===== config.mk =====
export PLATFORM = sky130hd
export DESIGN_NAME = mem_port_arbiter
export DESIGN_NICKNAME = d
export VERILOG_FILES = /design/src/rtl/mem_arb_pkg.sv /design/src/rtl/mem_lat_timer.sv /design/src/rtl/mem_port_arbiter.sv
export SDC_FILE = /design/constraint.sdc
export NUM_CORES = 1
export LEC_CHECK = 0
export BUFFER_PORTS_ARGS = -buffer_cell sky130_fd_sc_hd__buf_2
export CORE_ASPECT_RATIO = 0.7
export CORE_MARGIN = 1.5
export CORE_UTILIZATION = 30
export DETAILED_ROUTE_END_ITERATION = 12
export GPL_TIMING_DRIVEN = 0
export PLACE_DENSITY_LB_ADDON = 0.15
export RECOVER_POWER = 100
export SKIP_LAST_GASP = 1
export SLEW_MARGIN = 20
export SYNTH_ARGS = -nofsm -noshare
export SYNTH_HDL_FRONTEND = slang
export SYNTH_SLANG_ARGS = --single-unit

===== constraint.sdc =====
create_clock -name clk -period 4.3 [get_ports clk]
set_input_delay 0.43 -clock clk [delete_from_list [all_inputs] [get_ports clk]]
set_output_delay 0.43 -clock clk [all_outputs]
set_load 0.005 [all_outputs]

===== src/rtl/mem_arb_pkg.sv =====
// Shared types and constants for the unified-memory port arbiter.
package mem_arb_pkg;

  localparam int unsigned DefAddrW = 32;
  localparam int unsigned DefDataW = 32;
  localparam int unsigned TimerW   = 4;

  typedef enum logic [1:0] {
    StIdle   = 2'd0,
    StBusyLs = 2'd1,
    StBusyIf = 2'd2
  } arb_state_e;

endpackage


===== src/rtl/mem_lat_timer.sv =====
// Loadable down-counter; 'last' is high during the final cycle of a loaded interval.
module mem_lat_timer
  import mem_arb_pkg::*;
(
  input  logic              clk,
  input  logic              rst_n,
  input  logic              load,
  input  logic [TimerW-1:0] load_val,
  output logic              last
);

  logic [TimerW-1:0] cnt_q;

  always_ff @(posedge clk or negedge rst_n) begin
    if (!rst_n) begin
      cnt_q <= '0;
    end else if (load) begin
      cnt_q <= load_val;
    end else if (cnt_q != '0) begin
      cnt_q <= cnt_q - TimerW'(1);
    end
  end

  assign last = (cnt_q == TimerW'(1));

endmodule


===== src/rtl/mem_port_arbiter.sv =====
// Arbitrates a single-ported unified memory between fetch and load/store, stalling the
// pipeline until every request of the current cycle has been served.
module mem_port_arbiter
  import mem_arb_pkg::*;
#(
  parameter int unsigned ADDR_W  = DefAddrW,
  parameter int unsigned DATA_W  = DefDataW,
  parameter int unsigned MEM_LAT = 2
) (
  input  logic              clk,
  input  logic              rst_n,
  input  logic              if_req,
  input  logic [ADDR_W-1:0] if_addr,
  output logic [DATA_W-1:0] if_rdata,
  output logic              if_ack,
  input  logic              ls_req,
  input  logic              ls_we,
  input  logic [ADDR_W-1:0] ls_addr,
  input  logic [DATA_W-1:0] ls_wdata,
  output logic [DATA_W-1:0] ls_rdata,
  output logic              ls_ack,
  output logic              stall,
  output logic              mem_en,
  output logic              mem_we,
  output logic [ADDR_W-1:0] mem_addr,
  output logic [DATA_W-1:0] mem_wdata,
  input  logic [DATA_W-1:0] mem_rdata,
  output logic [31:0]       stall_cnt
);

  localparam logic [TimerW-1:0] LatVal = TimerW'(MEM_LAT);

  arb_state_e        state_q, state_d;
  logic              if_done_q, if_done_d;
  logic              ls_done_q, ls_done_d;
  logic              want_if, want_ls;
  logic              start_if, start_ls;
  logic              if_fin, ls_fin;
  logic              timer_last;
  logic              mem_en_q, mem_we_q;
  logic [ADDR_W-1:0] mem_addr_q;
  logic [DATA_W-1:0] mem_wdata_q;
  logic [DATA_W-1:0] if_rdata_q, ls_rdata_q;
  logic              if_ack_q, ls_ack_q;
  logic [31:0]       stall_cnt_q;

  mem_lat_timer u_timer (
    .clk      (clk),
    .rst_n    (rst_n),
    .load     (start_if | start_ls),
    .load_val (LatVal),
    .last     (timer_last)
  );

  always_comb begin
    want_if  = if_req & ~if_done_q;
    want_ls  = ls_req & ~ls_done_q;
    stall    = want_if | want_ls;
    state_d  = state_q;
    start_if = 1'b0;
    start_ls = 1'b0;
    if_fin   = 1'b0;
    ls_fin   = 1'b0;
    case (state_q)
      StIdle: begin
        // LS first: the MEM stage holds the older instruction.
        if (want_ls) begin
          state_d  = StBusyLs;
          start_ls = 1'b1;
        end else if (want_if) begin
          state_d  = StBusyIf;
          start_if = 1'b1;
        end
      end
      StBusyLs: begin
        if (timer_last) begin
          ls_fin = 1'b1;
          if (want_if) begin
            state_d  = StBusyIf;
            start_if = 1'b1;
          end else begin
            state_d = StIdle;
          end
        end
      end
      StBusyIf: begin
        if (timer_last) begin
          if_fin  = 1'b1;
          state_d = StIdle;
        end
      end
      default: state_d = StIdle;
    endcase
    // Flags survive only while the pipeline is frozen on the same requests.
    if_done_d = stall & (if_done_q | if_fin);
    ls_done_d = stall & (ls_done_q | ls_fin);
  end

  always_ff @(posedge clk or negedge rst_n) begin
    if (!rst_n) begin
      state_q     <= StIdle;
      if_done_q   <= 1'b0;
      ls_done_q   <= 1'b0;
      mem_en_q    <= 1'b0;
      mem_we_q    <= 1'b0;
      mem_addr_q  <= '0;
      mem_wdata_q <= '0;
      if_ack_q    <= 1'b0;
      ls_ack_q    <= 1'b0;
      if_rdata_q  <= '0;
      ls_rdata_q  <= '0;
      stall_cnt_q <= '0;
    end else begin
      state_q   <= state_d;
      if_done_q <= if_done_d;
      ls_done_q <= ls_done_d;
      mem_en_q  <= start_if | start_ls;
      mem_we_q  <= start_ls & ls_we;
      if (start_ls) begin
        mem_addr_q  <= ls_addr;
        mem_wdata_q <= ls_wdata;
      end else if (start_if) begin
        mem_addr_q <= if_addr;
      end
      if_ack_q <= if_fin;
      ls_ack_q <= ls_fin;
      if (if_fin) begin
        if_rdata_q <= mem_rdata;
      end
      if (ls_fin && !ls_we) begin
        ls_rdata_q <= mem_rdata;
      end
      if (stall && (stall_cnt_q != 32'hFFFF_FFFF)) begin
        stall_cnt_q <= stall_cnt_q + 32'd1;
      end
    end
  end

  assign mem_en    = mem_en_q;
  assign mem_we    = mem_we_q;
  assign mem_addr  = mem_addr_q;
  assign mem_wdata = mem_wdata_q;
  assign if_ack    = if_ack_q;
  assign ls_ack    = ls_ack_q;
  assign if_rdata  = if_rdata_q;
  assign ls_rdata  = ls_rdata_q;
  assign stall_cnt = stall_cnt_q;

endmodule


==> flow_summary.html <==
<table>
<tr><th>Metric</th><th>Value</th></tr>
<tr><th colspan="2">Outcome</th></tr>
<tr><td>Run status</td><td>finished, violations left</td></tr>
<tr><td>Violated checks</td><td>capacitance limit, slew limit</td></tr>
<tr><th colspan="2">Floorplanning</th></tr>
<tr><td>Starting utilization of the core area</td><td>30.91%</td></tr>
<tr><td>Standard-cell row count</td><td>46</td></tr>
<tr><td>Die Footprint</td><td>24490 um2</td></tr>
<tr><td>Die extent in y</td><td>131.4 um</td></tr>
<tr><td>X dimension of the die</td><td>186.4 um</td></tr>
<tr><td>Floorplan core area</td><td>22850 um2</td></tr>
<tr><td>Boundary Pins</td><td>298</td></tr>
<tr><th colspan="2">Synth</th></tr>
<tr><td>Synth warn</td><td>0</td></tr>
<tr><td>Gate Count Post-Synth</td><td>533</td></tr>
<tr><td>Number of nets in the synthesized netlist</td><td>669</td></tr>
<tr><td>Distinct cell type count of the synthesized netlist</td><td>36</td></tr>
<tr><td>Average footprint of a synthesized cell</td><td>13.25 um2</td></tr>
<tr><td>Post-synthesis cell type with the largest combined area</td><td>sky130_fd_sc_hd__dfrtp_1</td></tr>
<tr><td>Fraction of the mapped netlist area in compound gates</td><td>4.694%</td></tr>
<tr><td>Flops &amp; latches, synth</td><td>172</td></tr>
<tr><td>Simple-gate share of the synthesized area</td><td>7.919%</td></tr>
<tr><td>Portion of synthesized cell area occupied by the leading cell type</td><td>60.94%</td></tr>
<tr><td>Most instantiated library cell after synthesis</td><td>sky130_fd_sc_hd__dfrtp_1</td></tr>
<tr><td>Register area share after synthesis</td><td>60.94%</td></tr>
<tr><td>Post-synthesis instance area</td><td>7063 um2</td></tr>
<tr><td>Area share of fa/ha/maj cells after synthesis</td><td>0.5314%</td></tr>
<tr><td>Most common library cells after synthesis</td><td>172 x sky130_fd_sc_hd__dfrtp_1, 98 x sky130_fd_sc_hd__mux2_2, 49 x sky130_fd_sc_hd__nor2_1</td></tr>
<tr><td>Main combinational cell family by area after synthesis</td><td>multiplexers</td></tr>
<tr><td>Xor-xnor portion of the synthesized cell area</td><td>3.596%</td></tr>
<tr><td>Count of flip-flops with a built-in enable after synthesis</td><td>0</td></tr>
<tr><td>Post-synthesis mux area share</td><td>20.16%</td></tr>
<tr><td>FFs w/ async S/R, synth</td><td>100.0%</td></tr>
<tr><td>Synth top area cells</td><td>sky130_fd_sc_hd__dfrtp_1 61%, sky130_fd_sc_hd__mux2_2 16%, sky130_fd_sc_hd__mux2i_1 4.5%</td></tr>
<tr><td>Most used DFF post-synth</td><td>sky130_fd_sc_hd__dfrtp_1</td></tr>
<tr><th colspan="2">Finish</th></tr>
<tr><td>Number of nets in the final layout</td><td>987</td></tr>
<tr><td>Layout cell share with drive strength beyond 1</td><td>37.85%</td></tr>
<tr><td>Non-filler instance count after layout</td><td>1177</td></tr>
<tr><td>Final core utilization</td><td>41.08%</td></tr>
<tr><td>Post-route cell area</td><td>9387 um2</td></tr>
<tr><td>Area growth, synth to finish</td><td>32.90%</td></tr>
<tr><th colspan="2">Global route</th></tr>
<tr><td>Largest net degree at the start of global routing</td><td>92</td></tr>
<tr><td>Aggregate global routing overflow</td><td>0</td></tr>
<tr><td>Vias in the first global route</td><td>5418</td></tr>
<tr><td>First-pass GRT wire length</td><td>30.15 mm</td></tr>
<tr><td>Number of antenna violations at the first check in global routing</td><td>2</td></tr>
<tr><td>GRT Util Overall</td><td>15.79%</td></tr>
<tr><th colspan="2">Drt</th></tr>
<tr><td>DR iter-0 viols</td><td>197</td></tr>
<tr><td>Average detailed-routed wire length per instance</td><td>16.22 um</td></tr>
<tr><td>Average via count per standard cell</td><td>4.462</td></tr>
<tr><td>Via count</td><td>5252</td></tr>
<tr><td>Antenna violation net count after detailed routing</td><td>0</td></tr>
<tr><td>Pre-Repair DR Iteration Count</td><td>5</td></tr>
<tr><td>Total routed wirelength</td><td>19.09 mm</td></tr>
<tr><td>DR DRC count</td><td>0</td></tr>
<tr><th colspan="2">STA</th></tr>
<tr><td>Setup violators final</td><td>0</td></tr>
<tr><td>Final worst-path setup slack</td><td>1256 ps</td></tr>
<tr><td>Top achievable clock speed</td><td>0.3285 GHz</td></tr>
<tr><td>Final number of hold-violating endpoints</td><td>0</td></tr>
<tr><td>Setup_tns</td><td>0 ps</td></tr>
<tr><td>Minimum clock period</td><td>3044 ps</td></tr>
<tr><td>Worst slew margin relative to its limit</td><td>-40.56%</td></tr>
<tr><td>Max-slew violation count</td><td>82</td></tr>
<tr><td>RSZ-0062 raised after global routing</td><td>false</td></tr>
<tr><td>Clock Skew</td><td>13.10 ps</td></tr>
<tr><td>Worst slew pin tran</td><td>2108 ps</td></tr>
<tr><td>Fin crit share</td><td>70.80%</td></tr>
<tr><th colspan="2">Place</th></tr>
<tr><td>Number of instances in the placed design</td><td>1143</td></tr>
<tr><td>Post-detailed-placement half-perimeter wirelength</td><td>14.04 mm</td></tr>
<tr><td>Area of placed instances</td><td>8977 um2</td></tr>
<tr><td>Setup slack at placement</td><td>1975 ps</td></tr>
<tr><td># port buffers</td><td>297</td></tr>
<tr><td>Routability cong.</td><td>0.7788</td></tr>
<tr><th colspan="2">CTS</th></tr>
<tr><td>Post-CTS Repair Setup Buffers</td><td>0</td></tr>
<tr><td>CTS sink cnt</td><td>172</td></tr>
<tr><td>CTS tree</td><td>built</td></tr>
<tr><td>Number of buffers created by CTS</td><td>17</td></tr>
<tr><td>Maximum buffer depth of the clock tree</td><td>2</td></tr>
<tr><td>Depth of the CTS H-tree</td><td>4</td></tr>
<tr><td>Cell chosen for the clock root</td><td>sky130_fd_sc_hd__clkbuf_16</td></tr>
<tr><td>Source-to-sink clock delay at the later pin of the worst-skew pair</td><td>430 ps</td></tr>
<tr><td>Clock-pin slew on the worst setup and hold paths</td><td>70 ps</td></tr>
<tr><th colspan="2">Setup path</th></tr>
<tr><td>Sort of element at the end of the critical path</td><td>flop</td></tr>
<tr><td>First element of the critical path</td><td>stall_cnt[8]</td></tr>
<tr><td>Maximum net fanout on the critical path</td><td>9</td></tr>
<tr><td>Category of the critical setup timing path</td><td>reg -&gt; reg</td></tr>
<tr><td>Reg2reg setup slack</td><td>1260 ps</td></tr>
<tr><td>Critical R2R Launch</td><td>stall_cnt[8]</td></tr>
<tr><td>CP arrival</td><td>3360 ps</td></tr>
<tr><td>Element type at the critical path start</td><td>flop</td></tr>
<tr><td>Worst path required time</td><td>4620 ps</td></tr>
<tr><th colspan="2">Worst hold path</th></tr>
<tr><td>Worst hold path type</td><td>in -&gt; reg</td></tr>
<tr><td>Hold Crit Start</td><td>ls_wdata[23]</td></tr>
<tr><th colspan="2">Job</th></tr>
<tr><td>Maxcap violations</td><td>2</td></tr>
<tr><th colspan="2">Pwr</th></tr>
<tr><td>Worst IR drop on VDD</td><td>397.4 uV</td></tr>
<tr><td>Power density over the cells</td><td>679.9 nW/um2</td></tr>
<tr><td>Lkg Pwr</td><td>4.452 nW</td></tr>
</table>
## state kept, by name, summed over array words and instances (netlist names)
name           flops
u_timer.cnt_q      4
ls_done_q          1
stall_cnt         32
if_done_q          1
ls_rdata          32
state_q            2
mem_addr          32
mem_en             1
ls_ack             1
mem_wdata         32
if_rdata          32
if_ack             1
mem_we             1
## where the power goes
| group | total (mW) | leakage [nW] | switching (mW) | internal [mW] |
|---|---|---|---|---|
| registers | 2.67 | 2.10 | 0.378 | 2.30 |
| logic | 2.11 | 2.07 | 1.07 | 1.05 |
| clock network | 1.60 | 0.286 | 0.664 | 0.933 |
## worst paths after layout
path,endpoint,depth (start not counted)
worst max register to register,stall_cnt[1],4
worst min-delay path,mem_wdata[23],2
min in group asynchronous,if_rdata[9],2
worst min register to register,if_done_q,1
max in group asynchronous,mem_addr[7],3
worst max-delay path,stall_cnt[1],4
## layer usage
metal,vias to the layer above,part of all wire [%],track usage (%)
met5,-,0,0
met4,0,0.94,5.149
met3,12,9.7,6.918
met2,211,44,23.28
met1,2515,45,20.67
li1,2514,-,-
## stage by stage
| stage | power [mW] | hold WS, ps |
|---|---|---|
| 2_1_floorplan | 3.876 | 134.4 |
| 3_3_place_gp | 4.968 | 470.7 |
| 3_5_place_dp | 4.995 | 467.0 |
| 4_1_cts | 6.647 | 193.2 |
| 5_1_grt | 6.848 | 206.1 |
| 6_report | 6.382 | 228.1 |
## placed cells by master, fill, tap and decap left out, types with 3 or more instances in the layout
master / instances
sky130_fd_sc_hd__nand2_1: 11
sky130_fd_sc_hd__inv_1: 8
sky130_fd_sc_hd__mux2_2: 98
sky130_fd_sc_hd__or3_1: 3
sky130_fd_sc_hd__nor2_1: 49
sky130_fd_sc_hd__nand3_1: 17
sky130_fd_sc_hd__clkbuf_1: 125
sky130_fd_sc_hd__bufinv_16: 3
sky130_fd_sc_hd__xor2_1: 8
sky130_fd_sc_hd__nor4_1: 3
sky130_fd_sc_hd__nor3_1: 5
sky130_fd_sc_hd__nand4_1: 12
sky130_fd_sc_hd__a21oi_1: 40
sky130_fd_sc_hd__mux2i_1: 32
sky130_fd_sc_hd__xnor2_1: 21
sky130_fd_sc_hd__and3_1: 4
sky130_fd_sc_hd__ha_1: 3
sky130_fd_sc_hd__and2_1: 3
sky130_fd_sc_hd__dfrtp_1: 172
sky130_fd_sc_hd__clkinvlp_4: 4
sky130_fd_sc_hd__buf_2: 194
sky130_fd_sc_hd__clkbuf_16: 17
## area by class of cell
cell class | instances | area, um2
Antenna cell | 1 | 2.502
Buffer | 24 | 97.59
Clock buffer | 19 | 442.9
Clock inverter | 13 | 165.2
Fill cell | 2305 | 13460
Inverter | 8 | 30.03
Multi-Input combinational cell | 329 | 2561
Sequential cell | 172 | 4304
Tap cell | 312 | 390.4
Timing Repair Buffer | 299 | 1393
## repair_timing
action / 4_1_cts / 5_1_grt
endpoints found under the hold margin: 7 / 0
hold buffers: 1 / 0
gates resized for setup: 0 / 0
## critical path, stage by stage, from the launching register on
cell and delay (ps):
sky130_fd_sc_hd__dfrtp_1 440, sky130_fd_sc_hd__nand4_1 220, sky130_fd_sc_hd__nor4_1 1250, sky130_fd_sc_hd__a32oi_1 600
sky130_fd_sc_hd__mux2_2 420
## kinds of logic after synthesis
| family | Yosys count |
|---|---|
| buffers and inverters | 32 |
| XOR/XNOR | 29 |
| adder cells (fa/ha/maj) | 3 |
| multiplexers | 130 |
| flip-flops | 172 |
| AO/OA/AOI/OAI | 54 |
| AND/OR/NAND/NOR | 113 |
Power figures use the tool's default switching activity.
